===== config.mk =====
export PLATFORM = sky130hd
export DESIGN_NAME = receive
export DESIGN_NICKNAME = d
export VERILOG_FILES = /design/src/rtl/receive.sv
export SDC_FILE = /design/constraint.sdc
export NUM_CORES = 1
export LEC_CHECK = 0
export CAP_MARGIN = 0
export CORE_MARGIN = 1.5
export CORE_UTILIZATION = 40
export DETAILED_ROUTE_END_ITERATION = 10
export SKIP_LAST_GASP = 1
export SYNTH_ARGS = -nofsm -noshare
export SYNTH_HDL_FRONTEND = slang
export SYNTH_SLANG_ARGS = --single-unit
export TNS_END_PERCENT = 50

===== constraint.sdc =====
create_clock -name clk -period 2.3 [get_ports clk]
set_clock_uncertainty 0.1 [all_clocks]
set_input_delay 0.46 -clock clk [delete_from_list [all_inputs] [get_ports clk]]
set_output_delay 0.46 -clock clk [all_outputs]
set_load 0.03 [all_outputs]

===== src/rtl/receive.sv =====
// UART receiver: 2-flop rxd synchronizer, 16x oversampled frame FSM, single-byte holding register.
// Optional stop-bit checking is enabled by defining RECEIVE_FRAME_CHECK_EN.
module receive (
  input  logic       clk,
  input  logic       rst_n,
  input  logic       receive_baud16,
  input  logic       rxd,
  input  logic       receive_read_en,
  output logic [7:0] receive_read_line,
  output logic       rda,
  output logic       receive_frame_err
);

  localparam logic [1:0] StIdle  = 2'd0;
  localparam logic [1:0] StStart = 2'd1;
  localparam logic [1:0] StData  = 2'd2;
  localparam logic [1:0] StStop  = 2'd3;

  logic       rx_meta_q, rxs_q;
  logic [1:0] state_q, state_d;
  logic [3:0] tick_q, tick_d;
  logic [2:0] bit_q, bit_d;
  logic [7:0] shift_q, shift_d;
  logic [7:0] line_q, line_d;
  logic       rda_q, rda_d;
  logic       stop_sample;
  logic       tick_last;

  assign tick_last = receive_baud16 && (tick_q == 4'd15);

  always_comb begin
    state_d     = state_q;
    tick_d      = tick_q;
    bit_d       = bit_q;
    shift_d     = shift_q;
    stop_sample = 1'b0;
    if (receive_baud16) tick_d = tick_q + 4'd1;
    case (state_q)
      StIdle: begin
        tick_d = 4'd0;
        bit_d  = 3'd0;
        if (!rxs_q) state_d = StStart;
      end
      StStart: begin
        // Mid start bit: a high line here is a glitch, not a frame.
        if (receive_baud16 && (tick_q == 4'd7)) begin
          tick_d  = 4'd0;
          bit_d   = 3'd0;
          state_d = rxs_q ? StIdle : StData;
        end
      end
      StData: begin
        if (tick_last) begin
          shift_d = {rxs_q, shift_q[7:1]};
          bit_d   = bit_q + 3'd1;
          if (bit_q == 3'd7) begin
            tick_d  = 4'd0;
            bit_d   = 3'd0;
            state_d = StStop;
          end
        end
      end
      StStop: begin
        if (tick_last) begin
          stop_sample = 1'b1;
          tick_d      = 4'd0;
          bit_d       = 3'd0;
          state_d     = StIdle;
        end
      end
      default: begin
        tick_d  = 4'd0;
        bit_d   = 3'd0;
        state_d = StIdle;
      end
    endcase
  end

  // Accept is evaluated after the read so a coincident accept keeps rda set.
  always_comb begin
    line_d = line_q;
    rda_d  = rda_q;
    if (receive_read_en) rda_d = 1'b0;
`ifdef RECEIVE_FRAME_CHECK_EN
    if (stop_sample && rxs_q) begin
`else
    if (stop_sample) begin
`endif
      line_d = shift_q;
      rda_d  = 1'b1;
    end
  end

  always_ff @(posedge clk or negedge rst_n) begin
    if (!rst_n) begin
      rx_meta_q <= 1'b1;
      rxs_q     <= 1'b1;
      state_q   <= StIdle;
      tick_q    <= 4'd0;
      bit_q     <= 3'd0;
      shift_q   <= 8'h00;
      line_q    <= 8'h00;
      rda_q     <= 1'b0;
    end else begin
      rx_meta_q <= rxd;
      rxs_q     <= rx_meta_q;
      state_q   <= state_d;
      tick_q    <= tick_d;
      bit_q     <= bit_d;
      shift_q   <= shift_d;
      line_q    <= line_d;
      rda_q     <= rda_d;
    end
  end

`ifdef RECEIVE_FRAME_CHECK_EN
  logic ferr_q, ferr_d;

  // A new error outranks a coincident read clear.
  always_comb begin
    ferr_d = ferr_q;
    if (receive_read_en) ferr_d = 1'b0;
    if (stop_sample && !rxs_q) ferr_d = 1'b1;
  end

  always_ff @(posedge clk or negedge rst_n) begin
    if (!rst_n) ferr_q <= 1'b0;
    else        ferr_q <= ferr_d;
  end

  assign receive_frame_err = ferr_q;
`else
  assign receive_frame_err = 1'b0;
`endif

  assign receive_read_line = line_q;
  assign rda               = rda_q;

endmodule


==> out/results.ini, run 1 <==
[detailed_routing]
wl_met1_um = 783
post_drt_wl_per_cell_um = 13.4
via_per_inst = 5.30
ant_nets = 0
drtIter0Drc = 18
detail_route.first_pass.iterations = 6
wl_met3_um = 69
wl_met2_um = 884
routed_wl_um = 1760
drc = 0
highest_layer = met4
vias = 699

[cts]
clock_path_buffers = 2
path_clk_slew_ns = 0.16
postCtsSetupRepairBufs = 0
cts_num_sinks = 28
post_cts_resized = 0
h-tree-depth = 1
cts-root-buf = clkbuf_4
holdBufCountCts = 0
cts_tree = done
clock_latency_ns = 0.33
cts_made_buffers = 3

[final_layout]
fin_nets = 110
area_growth_pct = 17.7
final_common_cell = dfrtp_1
diodes = 0
drive_gt1_frac = 0.327
most-common-layout-cells = 26 x dfrtp_1, 19 x mux2_2, 13 x clkdlybuf4s50_1
n_fill_cell = 262

[sta]
rsz0062_at_grt = no
timing.setup.tns_ns = 0
hold_viol = 0
finalSetupViolCount = 0
fin_ws_ns = 0.360
min_period_ns = 1.94
timing.fmax_mhz = 516
period_share = 0.843
report.final.slew_viol_count = 0

[global_routing]
first_global_vias = 796
grt_max_degree = 29
overflow = 0
grt_pass1_wl_um = 3350
grt_usage = 0.131
antenna_found_initial = 0

[floorplanning]
io_pins = 15
core-area_sq_um = 2810
fp.dieH_um = 58.0
fp.dieArea_sq_um = 3360
die_w_um = 58.0
num_rows = 19
start_util = 0.431

[logic_synthesis]
synthTopCellsByArea = dfrtp_1 54%, mux2_2 18%, dfstp_2 4.3%
syn_area_per_cell_sq_um = 14.2
synth-seq-cells = 28
yosys_warnings = 0
synth_nets = 93
synth.distinct_cells = 26
netlist_area_sq_um = 1210
syn_inst = 85
yosys.area.top_type = dfrtp_1
yosysSeqAreaShare = 0.581
synthDominantCellAreaShare = 0.538

[pwr]
power_density_nw_per_um2 = 740
max-vdd-ir-drop_v = 0.000494
power.leakage_nw = 0.697

[worst_hold_path]
worstHoldPathType = flop to flop

[critical_path]
critical_path_buf_inv_count = 1
arrival_ns = 1.38
r2r_slack_ns = 0.48
criticalPathCategory = flop to output pin
cp-end-kind = output pin
path_delay_family = buffers and inverters
cpPeakStageDelay_ns = 0.67
cpMaxStageDelayCell = clkdlybuf4s50_1
critPathLaunchType = flop
crit_chain = clkdlybuf4s50_1
required_ns = 1.74
critPathMaxFanout = 2

[outcome]
outcome = complete, no violations

[placement]
place.gp.congestion = 0.687
hpwl_um = 1300
port-buffer-count = 13
post-place-ws_ns = 0.131

[run]
drv_cap = 0

report_power, final:
group	internal (mW)	switching (mW)	total, mW
clock network	0.176	0.146	0.322
logic	0.0810	0.0803	0.161
registers	0.526	0.0444	0.570
cell type report:
class                      instances  area [sq um]  area share
clock buffer                       3          22.5      0.0158
clock inverter                     1          30.0      0.0211
inverter                           3          11.3     0.00791
multi-input combinational         50           465       0.327
sequential                        28           703       0.494
tap                               31          38.8      0.0272
timing repair buffer              16           153       0.107
worst register-to-register path, stage by stage (launching register included):
cell and delay (ns):
dfrtp_1 0.42, ha_1 0.28, nand4_4 0.15, nor3b_4 0.40, mux2_2 0.38
metrics by stage:
stage / total power, mW / utilization / hold slack (ns) / cell area [sq um] / instances
after detailed placement: 0.745 / 0.489 / 0.247 / 1370 / 128
final: 1.05 / 0.508 / 0.267 / 1420 / 132
after CTS: 1.07 / 0.508 / 0.267 / 1420 / 132
after global placement: 0.740 / 0.489 / 0.247 / 1370 / 128
after global routing: 1.12 / 0.508 / 0.268 / 1420 / 132
after floorplan: 0.692 / - / 0.0644 / 1210 / 85
flip-flops by register name (all words and copies together) (netlist names), named ones only:
| name | flops |
|---|---|
| state_q | 1 |
| shift_q | 8 |
| tick_q | 4 |
| rx_meta_q | 1 |
| receive_read_line | 8 |
| rda | 1 |
| rxs_q | 1 |
| bit_q | 3 |
logic make-up (layout without fill, tap and decap cells):
| family | after synthesis | count (layout) | share of synthesized area |
|---|---|---|---|
| AOI/OAI and AO/OA | 9 | 9 | 0.0465 |
| adders and majority gates | 3 | 3 | 0.0310 |
| xor gates and xnor gates | 4 | 4 | 0.0290 |
| and+or+nand+nor | 12 | 12 | 0.0817 |
| DFF | 28 | 28 | 0.581 |
| muxes | 21 | 21 | 0.193 |
| other | 1 | 1 | 0.00310 |
| buffers and inverters | 7 | 23 | 0.0341 |
layer usage:
metal,vias up,global-route usage
li1,325,-
met1,358,0.145
met2,12,0.232
met3,4,0.0491
met4,0,0.0432
met5,-,0
final timing paths:
| path | startpoint | endpoint | depth (start not counted) |
|---|---|---|---|
| setup / recovery | rda | rda | 1 |
| hold / removal | rx_meta_q | rxs_q | 0 |
| setup reg to reg | tick_q[0] | shift_q[6] | 4 |
| hold reg to reg | rx_meta_q | rxs_q | 0 |
| max in group asynchronous | rst_n | rxs_q | 2 |
| min in group asynchronous | rst_n | receive_read_line[0] | 2 |
synth_stat cells:
| library cell | count |
|---|---|
| a21oi_1 | 6 |
| and3_1 | 2 |
| and4_1 | 1 |
| buf_4 | 2 |
| buf_6 | 1 |
| clkbuf_1 | 1 |
| conb_1 | 1 |
| dfrtp_1 | 26 |
| dfstp_2 | 2 |
| ha_1 | 3 |
| inv_1 | 3 |
| mux2_2 | 19 |
| mux2i_1 | 2 |
| nand2_1 | 2 |
| nand3_1 | 1 |
| nand4_1 | 1 |
| nand4_4 | 1 |
| nor2_1 | 1 |
| nor2_2 | 1 |
| nor3b_4 | 1 |
| o211ai_1 | 1 |
| o22ai_1 | 1 |
| o22ai_2 | 1 |
| or3b_2 | 1 |
| xnor2_1 | 1 |
| xor2_1 | 3 |
(Power assumes the default switching activity.)
==> run 2: changes to the inputs <==
Clock period 2.3 ns to 1.9 ns, I/O delays scaled along.
==> run 2 against run 1 <==
First-iteration DRC count is 5.6% lower. Combinational power is 25% higher. Sequential power is 21% higher. Routed wire length is 0.62% higher. Hold slack stayed put. Clock power is 23% lower. Sequential cell count stayed put. Critical path depth stayed put. Via count is 5.0% lower. Die area stayed put. Critical path type unchanged.
==> out/results.ini, run 2 (same netlist as run 1, synthesis figures left out) <==
[floorplanning]
die_w_um = 58.0  ; unchanged
num_rows = 19  ; unchanged
start_util = 0.431  ; unchanged
core-area_sq_um = 2810  ; unchanged
fp.dieArea_sq_um = 3360  ; unchanged
fp.dieH_um = 58.0  ; unchanged
io_pins = 15  ; unchanged

[pwr]
power.leakage_nw = 0.759  ; +8.9%
power_density_nw_per_um2 = 791  ; +6.9%
max-vdd-ir-drop_v = 0.000355  ; -28%

[sta]
hold_viol = 0  ; unchanged
rsz0062_at_grt = yes
report.final.slew_viol_count = 0  ; unchanged
finalSetupViolCount = 0  ; unchanged
min_period_ns = 1.84
hold_ws_ns = 0.267  ; unchanged
fin_ws_ns = 0.0597  ; -0.301 ns
period_share = 0.969
timing.fmax_mhz = 543
timing.setup.tns_ns = 0  ; unchanged

[final_layout]
drive_gt1_frac = 0.337  ; +0.00981
final_common_cell = dfrtp_1
fin_nets = 113  ; +2.7%
seqCellArea_sq_um = 703  ; unchanged
area_growth_pct = 19.0
diodes = 0  ; unchanged
most-common-layout-cells = 26 x dfrtp_1, 19 x mux2_2, 10 x clkdlybuf4s50_1
multi_input_area_sq_um = 465  ; unchanged
utilization = 0.513  ; +0.00580
n_fill_cell = 252  ; -3.8%

[critical_path]
cp-end-kind = output pin
crit_path_start = rda
criticalPathCategory = flop to output pin
critical_path_buf_inv_count = 1  ; unchanged
critPathLaunchType = flop
path_delay_family = buffers and inverters
crit_chain = clkdlybuf4s50_1
cpMaxStageDelayCell = clkdlybuf4s50_1
r2r_end = shift_q[3]
r2r_start = tick_q[0]
critPathMaxFanout = 2  ; unchanged
cpPeakStageDelay_ns = 0.66  ; about the same
r2r_slack_ns = 0.15  ; -0.33 ns
reg2regPathDepth = 5  ; +1
required_ns = 1.42  ; -0.32 ns
arrival_ns = 1.36  ; -0.02 ns

[global_routing]
grt_usage = 0.125  ; -0.00662
antenna_found_initial = 0  ; unchanged
overflow = 0  ; unchanged
grt_max_degree = 29  ; unchanged
first_global_vias = 686  ; -14%
grt_pass1_wl_um = 3150  ; -5.8%

[cts]
h-tree-depth = 1  ; unchanged
cts-root-buf = clkbuf_4
holdBufCountCts = 0  ; unchanged
path_clk_slew_ns = 0.15  ; about the same
cts_tree = done
clock_path_buffers = 2  ; unchanged
cts_made_buffers = 3  ; unchanged
cts_num_sinks = 28  ; unchanged
clock_latency_ns = 0.32  ; about the same

[detailed_routing]
drtIter0Drc = 17  ; -1
post_drt_wl_per_cell_um = 13.1  ; -1.6%
vias = 664  ; -5.0%
drc = 0  ; unchanged
via_per_inst = 4.92  ; -7.1%
routed_wl_um = 1770  ; +0.62%
ant_nets = 0  ; unchanged
detail_route.first_pass.iterations = 6  ; unchanged

[worst_hold_path]
worstHoldPathType = flop to flop
worstHoldEndpoint = rxs_q
hold_depth = 0  ; unchanged
min_from = rx_meta_q

[placement]
hpwl_um = 1280  ; -1.4%
place.gp.congestion = 0.703  ; +2.2%
post-place-ws_ns = -0.125  ; -0.256 ns
port-buffer-count = 13  ; unchanged

[run]
drv_cap = 0  ; unchanged

[outcome]
outcome = complete, no violations

[run 2: layout make-up]
class | instances | share of cell area
multi-input cells | 50 | 0.323
inverters | 3 | 0.00782
repair buffers | 19 | 0.136
well taps | 31 | 0.0269
clock buffers | 4 | 0.0182
flip-flops and latches | 28 | 0.488
[run 2: where the power goes]
group | leakage, nW | internal (mW) | switching (mW)
Sequential | 0.381 | 0.636 | 0.0525
Combinational | 0.363 | 0.0982 | 0.104
Clock | 0.0150 | 0.0820 | 0.166
Total | 0.759 | 0.816 | 0.322
[run 2: routing by layer]
metal	GRT usage	part of all wire	wire length [um]	vias to the layer above
li1	-	-	-	335
met1	0.167	0.48	856	320
met2	0.198	0.49	864	9
met3	0.0268	0.030	53	0
met4	0.0498	0	0	0
met5	0	0	0	-
[run 2: worst max-delay path by stage]
| stage | depth (start not counted) | endpoint | slack, ns |
|---|---|---|---|
| after global routing | 1 | receive_read_line[2] | -0.02 |
| after floorplan | 6 | state_q[0] | 0.19 |
| after detailed placement | 5 | bit_q[2] | -0.13 |
| after global placement | 5 | bit_q[2] | -0.09 |
| after CTS | 1 | receive_read_line[5] | 0.04 |
| final | 1 | rda | 0.06 |
[run 2: per-stage QoR]
step	area [sq um]	std cells	power, mW
3_3_place_gp	1410	131	0.896
6_report	1440	135	1.14
4_1_cts	1430	135	1.15
2_1_floorplan	1210	85	0.838
5_1_grt	1440	135	1.22
3_5_place_dp	1410	131	0.904
[run 2: timing repair]
action	CTS	global route
endpoints found under the setup margin	0	6
resized for setup	0	3
setup buffers	0	0
==> run 3: changes to the inputs <==
Settings changed: CTS_BUF_LIST from default to sky130_fd_sc_hd__clkbuf_8.
==> run 3 against run 2 <==
Setup slack improved by 0.069 ns. Sequential power hardly changed. Sequential share of layout area shrank 0.38 points. Critical path depth stayed put. Critical endpoint is now receive_read_line[5]. Cell area increased by 0.78%. Die area unchanged. Power is 5.9% higher. Final cell count did not move. Non-clock buffer count is the same.
==> out/results.ini, run 3 (same netlist as run 1, synthesis figures left out) <==
[worst_hold_path]
worstHoldPathType = flop to flop
hold_depth = 0  ; unchanged

[final_layout]
drive_gt1_frac = 0.337  ; unchanged
most-common-layout-cells = 26 x dfrtp_1, 19 x mux2_2, 13 x clkdlybuf4s50_1
design_area_sq_um = 1450  ; +0.78%
multi_input_area_sq_um = 465  ; unchanged
fin_nets = 113  ; unchanged
final_common_cell = dfrtp_1
finalNonFillerCells = 135  ; unchanged
seqCellArea_sq_um = 703  ; unchanged
diodes = 0  ; unchanged
n_fill_cell = 250  ; -0.79%
area_growth_pct = 20.0

[placement]
placed_area_sq_um = 1410  ; unchanged
place.gp.congestion = 0.703  ; unchanged
dp.cells = 131  ; unchanged
hpwl_um = 1280  ; unchanged
port-buffer-count = 13  ; unchanged

[floorplanning]
core-area_sq_um = 2810  ; unchanged
num_rows = 19  ; unchanged
fp.dieArea_sq_um = 3360  ; unchanged
fp.dieH_um = 58.0  ; unchanged
io_pins = 15  ; unchanged
die_w_um = 58.0  ; unchanged
start_util = 0.431  ; unchanged

[cts]
path_clk_slew_ns = 0.09  ; -0.06 ns
cts_num_sinks = 28  ; unchanged
clock_latency_ns = 0.26  ; -0.06 ns
clock_path_buffers = 2  ; unchanged
holdBufCountCts = 0  ; unchanged
cts_made_buffers = 3  ; unchanged
postCtsSetupRepairBufs = 0  ; unchanged
h-tree-depth = 1  ; unchanged
post_cts_resized = 0  ; unchanged
cts_tree = done
cts-root-buf = clkbuf_8

[outcome]
outcome = complete, no violations

[detailed_routing]
via_per_inst = 4.90  ; -0.30%
routed_wl_um = 1750  ; -1.2%
vias = 662  ; -0.30%
detail_route.first_pass.iterations = 5  ; -1
drc = 0  ; unchanged
drtIter0Drc = 16  ; -1
ant_nets = 0  ; unchanged
post_drt_wl_per_cell_um = 13.0  ; -1.2%

[global_routing]
grt_pass1_wl_um = 3150  ; -0.22%
grt_usage = 0.123  ; -0.00142
met1_usage = 0.167  ; unchanged
overflow = 0  ; unchanged
use_met3 = 0.0268  ; unchanged
antenna_found_initial = 0  ; unchanged
grt_max_degree = 29  ; unchanged
grt_util_met2 = 0.198  ; unchanged
grt_busiest_layer = met2
first_global_vias = 690  ; +0.58%

[critical_path]
cpPeakStageDelay_ns = 0.67  ; about the same
reg2regPathDepth = 5  ; unchanged
cp-end-kind = output pin
critPathLaunchType = flop
arrival_ns = 1.29  ; -0.07 ns
criticalPathCategory = flop to output pin
r2r_slack_ns = 0.17  ; +0.02 ns
required_ns = 1.42  ; about the same
path_delay_family = buffers and inverters
critical_path_buf_inv_count = 1  ; unchanged
cpMaxStageDelayCell = clkdlybuf4s50_1
crit_cells = 1  ; unchanged
crit_chain = clkdlybuf4s50_1
critPathMaxFanout = 2  ; unchanged

[run]
drv_cap = 0  ; unchanged

[pwr]
switching_share = 0.271  ; -0.0119
power_density_nw_per_um2 = 830  ; +5.0%
p_comb_frac = 0.167  ; -0.011
power_frac_seq = 0.571  ; -0.034
power.switching_mw = 0.327  ; +1.4%
clkPwrFrac = 0.262  ; +0.044
p_int_mw = 0.879  ; +7.6%
max-vdd-ir-drop_v = 0.000393  ; +11%
power.leakage_nw = 0.715  ; -5.8%

[sta]
period_share = 0.932  ; -0.0365
finalSetupViolCount = 0  ; unchanged
report.final.slew_viol_count = 0  ; unchanged
min_period_ns = 1.77  ; -0.0694 ns
rsz0062_at_grt = no
hold_viol = 0  ; unchanged
timing.fmax_mhz = 565  ; +3.9%

-- run 3: changes by cell type in the layout (fill, tap and decap cells not counted), sizes merged --
| cell | delta |
|---|---|
| clkbuf | -1 |
| clkdlybuf4s50 | +3 |
| dlymetal6s2s | -3 |
| inv | +1 |
-- run 3: path summary, 6_finish.rpt --
kind | endpoint | start
max | receive_read_line[5] | receive_read_line[5]
min | rxs_q | rx_meta_q
max reg2reg | shift_q[2] | tick_q[0]
min reg2reg | rxs_q | rx_meta_q
max in group asynchronous | rx_meta_q | rst_n
min in group asynchronous | receive_read_line[0] | rst_n
-- run 3: final cells by class --
class,count,area share
clock buffer,3,0.0284
inverter,3,0.00776
clock inverter,1,0.00259
multi-input combinational,50,0.321
tap,31,0.0267
timing repair buffer,19,0.129
sequential,28,0.484
-- run 3: layer usage --
layer  share of wire  up-vias
li1                -      335
met1            0.49      316
met2            0.48        9
met3           0.027        2
met4          0.0074        0
met5               0        -
-- run 3: per-stage QoR --
stage / hold slack (ns) / setup TNS [ns] / utilization / setup slack [ns] / power, mW
floorplan: -0.0156 / 0 / - / 0.195 / 0.838
global placement: 0.246 / -0.764 / 0.501 / -0.0884 / 0.896
detailed placement: 0.249 / -1.37 / 0.501 / -0.125 / 0.904
CTS: 0.262 / 0 / 0.517 / 0.115 / 1.22
global route: 0.264 / 0 / 0.517 / 0.0703 / 1.29
finish: 0.260 / 0 / 0.517 / 0.129 / 1.21
-- run 3: power by group through the flow --
| stage | logic (mW) | clock network [mW] | registers (mW) |
|---|---|---|---|
| 3_5_place_dp | 0.203 | 0 | 0.701 |
| 6_report | 0.201 | 0.316 | 0.688 |
| 5_1_grt | 0.229 | 0.360 | 0.698 |
| 3_3_place_gp | 0.197 | 0 | 0.699 |
| 2_1_floorplan | 0.155 | 0 | 0.683 |
| 4_1_cts | 0.204 | 0.325 | 0.689 |
